File: src/rtl/ifetch_ctrl.sv
// Instruction fetch controller: walks a byte PC through a combinational ROM and
// hands one instruction per cycle to decode. Optional fault checking via IFETCH_FAULT_EN.
module ifetch_ctrl #(
   parameter logic [31:0] RESET_PC = 32'h0000_0000,
   parameter int          ROM_AW   = 14
) (
   input  logic              clk,
   input  logic              rst_n,
   input  logic              en_i,
   input  logic              redirect_i,
   input  logic [31:0]       redirect_pc_i,
   output logic [ROM_AW-1:0] rom_addr_o,
   input  logic [31:0]       rom_data_i,
   output logic [31:0]       inst_o,
   output logic [31:0]       pc_o,
   output logic              inst_valid_o,
   input  logic              inst_ready_i,
   output logic              fault_o
);

   typedef enum logic [1:0] {IDLE, RUN, FAULT} state_t;

   state_t      r_state;
   state_t      w_stateNext;
   logic [31:0] r_fetchPc;
   logic [31:0] r_inst;
   logic [31:0] r_pc;
   logic        r_valid;
   logic        r_fault;

   logic [31:0] w_redirectPc;
   logic        w_slotFree;
   logic        w_redirect;
   logic        w_fetch;
   logic        w_fault;

   assign rom_addr_o   = r_fetchPc[ROM_AW+1:2];
   assign inst_o       = r_inst;
   assign pc_o         = r_pc;
   assign inst_valid_o = r_valid;
   assign fault_o      = r_fault;

   // A redirect always wins; a fetch needs RUN, enable and a free output slot.
   always_comb begin
      w_slotFree = !r_valid || inst_ready_i;
      w_redirect = redirect_i && (r_state != FAULT);
      w_fetch    = (r_state == RUN) && en_i && !w_redirect && w_slotFree;
`ifdef IFETCH_FAULT_EN
      w_redirectPc = redirect_pc_i;
      w_fault      = (w_redirect && (redirect_pc_i[1:0] != 2'b00)) ||
                     (w_fetch && ((r_fetchPc >> (ROM_AW + 2)) != 32'd0));
`else
      w_redirectPc = redirect_pc_i & ~32'h0000_0003;
      w_fault      = 1'b0;
`endif
   end

   always_comb begin
      w_stateNext = r_state;
      case (r_state)
         IDLE:    if (en_i) w_stateNext = RUN;
         RUN:     if (!en_i) w_stateNext = IDLE;
         FAULT:   w_stateNext = FAULT;
         default: w_stateNext = IDLE;
      endcase
      if (w_fault) w_stateNext = FAULT;
   end

   always_ff @(posedge clk or negedge rst_n) begin
      if (!rst_n) begin
         r_state <= IDLE;
      end else begin
         r_state <= w_stateNext;
      end
   end

   // A fault leaves fetch_pc untouched so the faulting context stays visible.
   always_ff @(posedge clk or negedge rst_n) begin
      if (!rst_n) begin
         r_fetchPc <= RESET_PC;
         r_inst    <= 32'd0;
         r_pc      <= 32'd0;
         r_valid   <= 1'b0;
         r_fault   <= 1'b0;
      end else if (w_fault) begin
         r_fault <= 1'b1;
         r_valid <= 1'b0;
      end else if (w_redirect) begin
         r_fetchPc <= w_redirectPc;
         r_valid   <= 1'b0;
      end else if (r_state == FAULT) begin
         r_valid <= 1'b0;
      end else if (w_fetch) begin
         r_inst    <= rom_data_i;
         r_pc      <= r_fetchPc;
         r_valid   <= 1'b1;
         r_fetchPc <= r_fetchPc + 32'd4;
      end else if (w_slotFree) begin
         r_valid <= 1'b0;
      end
   end

endmodule
File: config.mk
export PLATFORM = sky130hd
export DESIGN_NAME = ifetch_ctrl
export DESIGN_NICKNAME = d
export VERILOG_FILES = /design/src/rtl/ifetch_ctrl.sv
export SDC_FILE = /design/constraint.sdc
export NUM_CORES = 1
export LEC_CHECK = 0
export CAP_MARGIN = 20
export CORE_MARGIN = 2
export CORE_UTILIZATION = 49
export DETAILED_ROUTE_END_ITERATION = 16
export GPL_TIMING_DRIVEN = 0
export PLACE_DENSITY = 0.84
export SYNTH_ARGS = -nofsm -noshare
export SYNTH_HDL_FRONTEND = slang
export SYNTH_SLANG_ARGS = --single-unit
File: constraint.sdc
create_clock -name clk -period 3.6 [get_ports clk]
set_input_delay 0.54 -clock clk [delete_from_list [all_inputs] [get_ports clk]]
set_output_delay 0.54 -clock clk [all_outputs]
set_load 0.05 [all_outputs]
==> results.md <==
- Status: complete, no violations
- Core Rows: 34
- Critical path endpoint category: register
- I/O pins: 149
- TritonCTS Buffers: 9
- Critical Path AT: approximately 3.0 ns
- Max cap viols: 0
- Sw Ratio: between 30 and 40%
- Worst hold path class: in -> async
- Cells after Synth: 505
- Final Critical Period: roughly 2.7 ns
- Placed cells: about 760
- Via Count: 4,227
- Peak supply drop: 0.000225 V
- Worst Max-Slew Pin Slew: around 0.73 ns
- Post-CTS setup buffer count: 0
- Final period util: 75.9%
- Die X: 98.7 µm
- Pint: 1.98 mW
- Largest net degree at the start of global routing: 50
- Worst-path fanout max: 10
- Grt total ovfl: 0
- CTS clk-pin slew, worst paths: approximately 0.10 ns
- Post-route ant nets: 0
- Diode count: 0
- Area Overhead vs Synth: 41.0%
- Seq pwr share: about 40%
- Clock sinks: between 90 and 100
- Most common cell after layout, fill and taps aside: nand2_1
- Initial antenna violation count: 0
- F_max: ~370 MHz
- Final Instance Area: around 6200 µm²
- Core area: just under 9000 µm²
- Fin Hold WS: 0.171 ns
- Crit Path Class: in -> reg
- Delay-heaviest family, CP: buffers and inverters
- Post-place instance area: approximately 6000 µm²
- Buffers & Inverters on Critical Path: 4
- Post-detail-place hpwl: approximately 9000 µm
- Slowest cell on crit path: nor4bb_1
- Count of final hold-check violations: 0
- Root Buffer: clkbuf_8
- Synth area leader: dfrtp_1
- Final nets: 732
- Worst-case clock buffer depth: 2
- Ranking of synthesized cells by area: dfrtp_1 54%, nand2_1 18%, buf_4 2.9%
- Iter 0 DRT Violations: about 290
- Drt first pass iters: 5
- Synth unique cells: between 40 and 50
- Number of global-route vias before repair: around 4,200
- Req. time, crit path: 3.87 ns
- Critical-path cell list: clkdlybuf4s50_1, nor4bb_1, nand2_1, clkbuf_1, clkbuf_1, clkbuf_1, nand2_1, nand2_1
- H-tree depth: 3
- CTS tree: done
- Final wirelength: between 10,000 and 15,000 µm
- Rel. slew slack: between 50% and 60%
- Final Wtd Congestion: ~0.95
- Vias per inst: about 5.5
- Synth async-reset ratio: between 90% and 100%
- Post-synth top area share: around 54%
- Critical path launch point type: input pin
- Total Routing Usage GR: 26.3%
- Post-CTS resize count: 0
- Most frequent cells in the layout: 210 x nand2_1, 142 x clkdlybuf4s50_1, 95 x dfrtp_1
- Synth Cell Area: 4400 µm²
- Hold_buf cts: 0
- Pwr/cell area: about 530 nW/µm²
- Combinational share of power: between 30% and 40%
- Die height: 98.7 µm
- Slowest Stage Delay on Critical Path: 0.53 ns
- Fin. max-slew vios: 0
- Post-synthesis sequential area ratio: approximately 54%
- EDFF count, synth: 0
- Die Area: 9750 µm²
- Clock power frac: between 20% and 30%
- #FFs+latches synth: 95
- YS warnings: 0
- Initial core utilization: between 50 and 60%
- Leak pwr: 2.83 nW
- Top_reg_cell synth: dfrtp_1
- Clk_lat worst skew: around 0.37 ns
- Power Total: approximately 3.3 mW
- Remaining DRCs: 0
- Share of cells above drive strength 1: under 10%
- Fin Clk Skew: about 0.0084 ns
- First-pass GRT wire length: between 20,000 and 25,000 µm
- Synth Area per Inst: between 8 and 9 µm²
- Unrepaired setup endpoints after global routing: no
- Non-Filler Instances: slightly below 800
- WL/cell: ~16 µm
- IO buf count: between 100 and 150
- Count of final setup violators: 0
- Switching power: ~1.3 mW
[registers in the layout, indices dropped and copies added (netlist names)]
register,cells
inst_o,32
inst_valid_o,1
pc_o,30
r_fetchPc,30
r_state,2
[worst reg2reg max path: stages (launching register included)]
cell and delay [ns]:
dfrtp_1 0.42, nor4bb_1 0.53, nand2_1 0.23, clkbuf_1 0.28, clkbuf_1 0.35, clkbuf_1 0.32
nand2_1 0.16, nand2_1 0.07
[kinds of logic (layout without fill, tap and decap cells)]
logic type / after synthesis / count (layout) / share of synthesized area (%)
compound gates: 57 / 57 / 8.57
xor+xnor: 1 / 1 / 0.199
fa+ha+maj: 1 / 1 / 0.285
buf+inv: 47 / 207 / 5.49
flops: 95 / 95 / 54.1
mux: 3 / 3 / 0.683
other cells: 1 / 3 / 0.0853
simple gates: 300 / 300 / 30.6
[cell type report]
cell class / instances / area [µm²]
Buffer: 41 / 219
Clock buffer: 10 / 138
Clock inverter: 6 / 67.6
Fill cell: 707 / 2520
Inverter: 6 / 22.5
Multi-Input combinational cell: 365 / 1790
Sequential cell: 95 / 2380
Tap cell: 108 / 135
Timing Repair Buffer: 144 / 1460
[Yosys cell counts, drive strengths merged (5+ instances only)]
master  instances
nand3          26
clkbuf         19
inv             6
or4             6
buf            22
nand4          12
o21ai          19
o211ai          8
a31oi           7
nor3            9
nand2         211
dfrtp          95
nor2           15
a21oi           5
[power groups by stage]
stage	Clock (mW)	Sequential, mW	Combinational [mW]
global route	0.799	1.38	1.25
detailed placement	0	1.37	1.19
floorplan	0	1.80	0.289
finish	0.740	1.35	1.19
global placement	0	1.36	1.17
CTS	0.747	1.35	1.20
[path summary, 6_finish.rpt]
path | from | end | slack (ns) | depth (start not counted)
setup / recovery | en_i | pc_o[23] | 0.87 | 8
hold / removal | rst_n | pc_o[11] | 0.17 | 1
setup reg to reg | r_state[1] | pc_o[23] | 1.14 | 7
hold reg to reg | inst_o[19] | inst_o[19] | 0.48 | 2
max in group asynchronous | rst_n | r_fetchPc[26] | 2.77 | 2
min in group clk | inst_o[19] | inst_o[19] | 0.48 | 2
[metal layers]
layer | track usage [%] | up-vias | routed length, µm
met4 | 9.48 | 0 | 229
li1 | - | 1988 | -
met1 | 34.6 | 1978 | 5260
met5 | 0 | - | 0
met3 | 6.17 | 25 | 1100
met2 | 42.8 | 236 | 5830
[stage by stage]
step | setup slack, ns | TNS [ns] | utilization, %
2_1_floorplan | 1.66 | 0 | -
3_3_place_gp | -1.43 | -135.83 | 68.5
3_5_place_dp | 0.652 | 0 | 68.8
4_1_cts | 0.931 | 0 | 71.1
5_1_grt | 0.726 | 0 | 71.1
6_report | 0.869 | 0 | 71.1
(Power assumes the default switching activity.)
